<file path="src/rtl/stopwatch_time_counter.sv">
// Stopwatch time base: a clock divider feeds a cascaded msec/sec/min/hour chain.
// A STOP/RUN/CLEAR FSM gates counting, and the *_up pulses set the time while stopped.
module stopwatch_time_counter #(
   parameter int CLK_FREQ = 100_000_000,
   parameter int TICK_HZ  = 100,
   parameter int MSEC_MAX = 100,
   parameter int SEC_MAX  = 60,
   parameter int MIN_MAX  = 60,
   parameter int HOUR_MAX = 24
) (
   input  logic       clk,
   input  logic       reset,
   input  logic       i_run_stop,
   input  logic       i_clear,
   input  logic       i_sec_up,
   input  logic       i_min_up,
   input  logic       i_hour_up,
   output logic [6:0] msec,
   output logic [5:0] sec,
   output logic [5:0] min,
   output logic [4:0] hour,
   output logic       o_running,
   output logic       o_tick
);

   localparam int DIV   = CLK_FREQ / TICK_HZ;
   localparam int DIV_W = $clog2(DIV);
   localparam logic [DIV_W-1:0] DIV_LAST = DIV_W'(DIV - 1);

   typedef enum logic [1:0] {
      ST_STOP  = 2'd0,
      ST_RUN   = 2'd1,
      ST_CLEAR = 2'd2
   } state_t;

   state_t           state_q, state_d;
   logic [DIV_W-1:0] div_q, div_d;
   logic             running_q;
   logic             tick_q;
   logic             tick_en;
   logic             set_en;
   logic             clear_en;
   logic [2:0]       field_wrap;
   logic [2:0]       up_pulse;

   assign up_pulse = {i_hour_up, i_min_up, i_sec_up};

   always_ff @(posedge clk) begin
      if (reset) begin
         state_q <= ST_STOP;
      end else begin
         state_q <= state_d;
      end
   end

   // Clear beats run/stop when both arrive in STOP.
   always_comb begin
      state_d = state_q;
      case (state_q)
         ST_STOP: begin
            if (i_clear) begin
               state_d = ST_CLEAR;
            end else if (i_run_stop) begin
               state_d = ST_RUN;
            end
         end
         ST_RUN: begin
            if (i_run_stop) begin
               state_d = ST_STOP;
            end
         end
         ST_CLEAR: state_d = ST_STOP;
         default:  state_d = ST_STOP;
      endcase
   end

   always_comb begin
      tick_en  = 1'b0;
      set_en   = 1'b0;
      clear_en = 1'b0;
      case (state_q)
         ST_STOP:  set_en   = ~i_clear;
         ST_RUN:   tick_en  = (div_q == DIV_LAST);
         ST_CLEAR: clear_en = 1'b1;
         default:  ;
      endcase
   end

   // Divider holds in STOP so the sub-tick phase survives a pause.
   always_comb begin
      div_d = div_q;
      if (clear_en) begin
         div_d = '0;
      end else if (state_q == ST_RUN) begin
         div_d = tick_en ? '0 : div_q + 1'b1;
      end
   end

   always_ff @(posedge clk) begin
      if (reset) begin
         div_q     <= '0;
         running_q <= 1'b0;
         tick_q    <= 1'b0;
      end else begin
         div_q     <= div_d;
         running_q <= (state_d == ST_RUN);
         tick_q    <= tick_en;
      end
   end

   assign o_running = running_q;
   assign o_tick    = tick_q;

   // Field 0..3 = msec, sec, min, hour; carries ripple combinationally in one edge.
   for (genvar gi = 0; gi < 4; gi++) begin : g_field
      localparam int FW   = (gi == 0) ? 7 : ((gi == 3) ? 5 : 6);
      localparam int FMAX = (gi == 0) ? MSEC_MAX :
                            (gi == 1) ? SEC_MAX  :
                            (gi == 2) ? MIN_MAX  : HOUR_MAX;
      localparam logic [FW-1:0] LAST = FW'(FMAX - 1);

      logic [FW-1:0] value_q, value_d;
      logic          wrap;
      logic          inc;

      assign wrap = (value_q == LAST);

      if (gi == 0) begin : g_inc_tick
         assign inc = tick_en;
      end else begin : g_inc_chain
         assign inc = (tick_en & (&field_wrap[gi-1:0])) | (set_en & up_pulse[gi-1]);
      end

      if (gi < 3) begin : g_wrap_out
         assign field_wrap[gi] = wrap;
      end

      always_comb begin
         value_d = value_q;
         if (clear_en) begin
            value_d = '0;
         end else if (inc) begin
            value_d = wrap ? '0 : value_q + 1'b1;
         end
      end

      always_ff @(posedge clk) begin
         if (reset) begin
            value_q <= '0;
         end else begin
            value_q <= value_d;
         end
      end
   end

   assign msec = g_field[0].value_q;
   assign sec  = g_field[1].value_q;
   assign min  = g_field[2].value_q;
   assign hour = g_field[3].value_q;

endmodule

</file>
<file path="config.mk">
export PLATFORM = sky130hd
export DESIGN_NAME = stopwatch_time_counter
export DESIGN_NICKNAME = d
export VERILOG_FILES = /design/src/rtl/stopwatch_time_counter.sv
export SDC_FILE = /design/constraint.sdc
export NUM_CORES = 1
export LEC_CHECK = 0
export CAP_MARGIN = 20
export CORE_ASPECT_RATIO = 0.8
export CORE_MARGIN = 2
export CORE_UTILIZATION = 41
export DETAILED_ROUTE_END_ITERATION = 12
export GPL_TIMING_DRIVEN = 0
export PLACE_DENSITY = 0.74
export SYNTH_ARGS = -nofsm -noshare
export SYNTH_HDL_FRONTEND = slang
export SYNTH_SLANG_ARGS = --single-unit
</file>
<file path="constraint.sdc">
create_clock -name clk -period 3.3 [get_ports clk]
set_clock_uncertainty 0.2 [all_clocks]
set_input_delay 0.825 -clock clk [delete_from_list [all_inputs] [get_ports clk]]
set_output_delay 0.825 -clock clk [all_outputs]
set_load 0.02 [all_outputs]
</file>
==> flow_summary.ini <==
[sta]
setup_violations = 0
rsz0062_at_grt = false
slew_headroom = 0.5065
fmax_ghz = 0.3369
tns_ns = 0
final.min_clock_period_ns = 2.968
slew_viol_final = 0
finalHoldViolations = 0
tightest_slew_ns = 0.7346
final.period_utilization = 0.8995

[grt]
grt_max_degree = 15
grt_usage = 0.1698
antenna_found_initial = 0
grt_pass1_vias = 1949
use_met1 = 0.2395
busiest_layer = met2
met2_usage = 0.2640
use_met3 = 0.03306
grt_overflow = 0
grt_pass1_wl_um = 9128

[logic_synthesis]
netlist_instances = 291
ys.flop_type = dfxtp_1
synthArstFlopShare = 0
yosysMostFrequentCell = dfxtp_1
synth-edff-count = 0
syn_area_per_cell_um2 = 8.350
seq_area_frac_synth = 0.3955
postSynthNetCount = 303
synth_cell_type_count = 49
synth-seq-cells = 48
synth_common_cells = dfxtp_1, nor2_1, nand2_1, xnor2_1, nor3_1
yosys_warnings = 0
synth_area_um2 = 2430
yosys.area.top_type_share = 0.3955
synth_area_leaders = dfxtp_1, xnor2_1, nor2_1
yosysTopAreaCell = dfxtp_1

[route]
drcViolationCount = 0
wl_per_cell_um = 13.03
vias = 2222
wl_um = 5368
vias_per_cell = 5.393
dr.pass1.iters = 4
antenna_left = 0
first_iter_violations = 172

[cts]
tritoncts = done
cts_max_path_buffers = 2
clock_sinks = 48
postCtsResizedCells = 0
root_buffer = clkbuf_8
cts_made_buffers = 5
hold_buffers = 0
post-cts-setup-buffers = 0
htreeDepth = 2
path_clk_slew_ns = 0.09
worstSkewPairLatency_ns = 0.31

[floorplan]
coreArea_um2 = 5818
dieArea_um2 = 6562
die_w_um = 90.07
rows = 25
ioPinCount = 33
start_util = 0.4176
die_y_um = 72.86

[critical_path]
slowest_stage = clkdlybuf4s50_1
cp_top_family = buffers and inverters
critPathRequiredTime_ns = 3.31
cp.arrival_ns = 2.98
crit_path_frequent_cell = clkbuf_1
critical_path.max_stage_delay_ns = 0.51
worstSetupEndpointType = flop
reg2reg_slack_ns = 0.64
path_max_fanout = 10
worst-path-buf-inv = 3
crit_path_start_kind = input pin
crit_chain = clkdlybuf4s50_1 > a21oi_1 > clkbuf_1 > clkbuf_1 > nand2_1 > o32ai_1
criticalPathCategory = input pin to flop

[cells_and_area]
final_layout_size_suffix_gt1_frac = 0.05136
nFillCells = 563
n_antenna_cell = 0
fin_util = 0.5062
syn2layout_area_growth_pct = 21.22
final-seq-area_um2 = 960.9
fin_nets = 342
multiInputGateArea_um2 = 1391

[pwr]
p_sw_w = 0.0002565
ir_drop_mv = 0.1316
swShare = 0.2463
clockPowerShare = 0.359
leakagePower_nw = 0.9600
seq_power_share = 0.567
internal_power_w = 0.0007850
pwr-share-comb = 0.074
power.density_nw_per_um2 = 353.6

[placement]
hpwl_um = 3980
gp_congestion = 0.8845
io_buffers = 32

[job]
maxCapViolCount = 0

[hold_path]
hold_path_class = flop to flop

[run_status]
outcome = complete, no violations
==> path summary, 6_finish.rpt <==
kind | start | end | cells after the start
worst min register to register | div_q[0] | div_q[0] | 2
worst max-delay path | reset | min[3] | 6
worst max register to register | div_q[10] | min[2] | 5
worst min-delay path | div_q[0] | div_q[0] | 2
==> metal layers <==
layer,part of all wire,routed length (um),up-vias
met3,0.044,234,7
met5,0,0,-
li1,-,-,1109
met1,0.51,2735,1046
met2,0.43,2326,60
met4,0.013,72,0
==> final cells by class <==
| type | instances | area share |
|---|---|---|
| Clock inverter | 1 | 0.002549 |
| Inverter | 7 | 0.008921 |
| Multi-Input combinational cell | 227 | 0.4724 |
| Sequential cell | 48 | 0.3263 |
| Timing Repair Buffer | 32 | 0.1088 |
| Buffer | 9 | 0.01742 |
| Clock buffer | 7 | 0.02931 |
| Tap cell | 81 | 0.03441 |
==> cell usage in the layout (no fill, tap or decap), types with 3 or more instances in the layout <==
master	netlist	layout
a21oi_1	12	12
and2_1	5	5
and3_1	5	5
and4_1	3	3
clkbuf_1	5	6
clkbuf_8	0	6
clkdlybuf4s50_1	0	32
dfxtp_1	48	48
ha_1	5	5
inv_1	7	7
mux2i_1	6	6
nand2_1	34	34
nand2b_1	3	3
nand3_1	11	11
nand4_1	8	8
nor2_1	39	39
nor3_1	17	17
nor4_2	3	3
o211ai_1	4	4
o21ai_0	12	12
or3_1	3	3
xnor2_1	19	19
xor2_1	4	4
==> worst register-to-register path, stage by stage, from the launching register on <==
cell and delay, ns:
dfxtp_1 0.35, or4b_1 0.59, nor4_2 0.53, nand3_2 0.24, a2111oi_0 0.55, a31o_1 0.16
==> through the flow <==
stage          std cells  area (um2)  worst slack (ns)  hold WS (ns)   power, W
2_1_floorplan        291        2430            0.9559        0.2582  0.0006497
3_3_place_gp         404        2851           0.01030        0.2751  0.0006792
3_5_place_dp         404        2851          0.006867        0.2949  0.0006807
4_1_cts              412        2945            0.3333        0.3093   0.001048
5_1_grt              412        2945            0.1462        0.3343   0.001079
6_report             412        2945            0.3316        0.3098   0.001042
==> sequential cells by signal, indices dropped and copies added (netlist names) <==
name,flops
div_q,20
state_q,2
min,6
hour,5
sec,6
o_tick,1
msec,7
o_running,1
==> logic make-up (layout without fill, tap and decap cells) <==
family	after synthesis	in the layout	share of synthesized area
AOI/OAI and AO/OA	43	43	0.1123
adders and majority gates	5	5	0.02575
xor gates and xnor gates	23	23	0.08290
and+or+nand+nor	149	149	0.3224
muxes	7	7	0.02935
DFF	48	48	0.3955
buffers and inverters	16	56	0.03193
==> power groups by stage <==
stage               sequential (W)  combinational [W]  clock, W
finish                    0.000590          0.0000774  0.000374
global route              0.000592          0.0000846  0.000402
CTS                       0.000590          0.0000771  0.000381
detailed placement        0.000604          0.0000769         0
global placement          0.000604          0.0000753         0
floorplan                 0.000608          0.0000421         0
(Power assumes the default switching activity.)
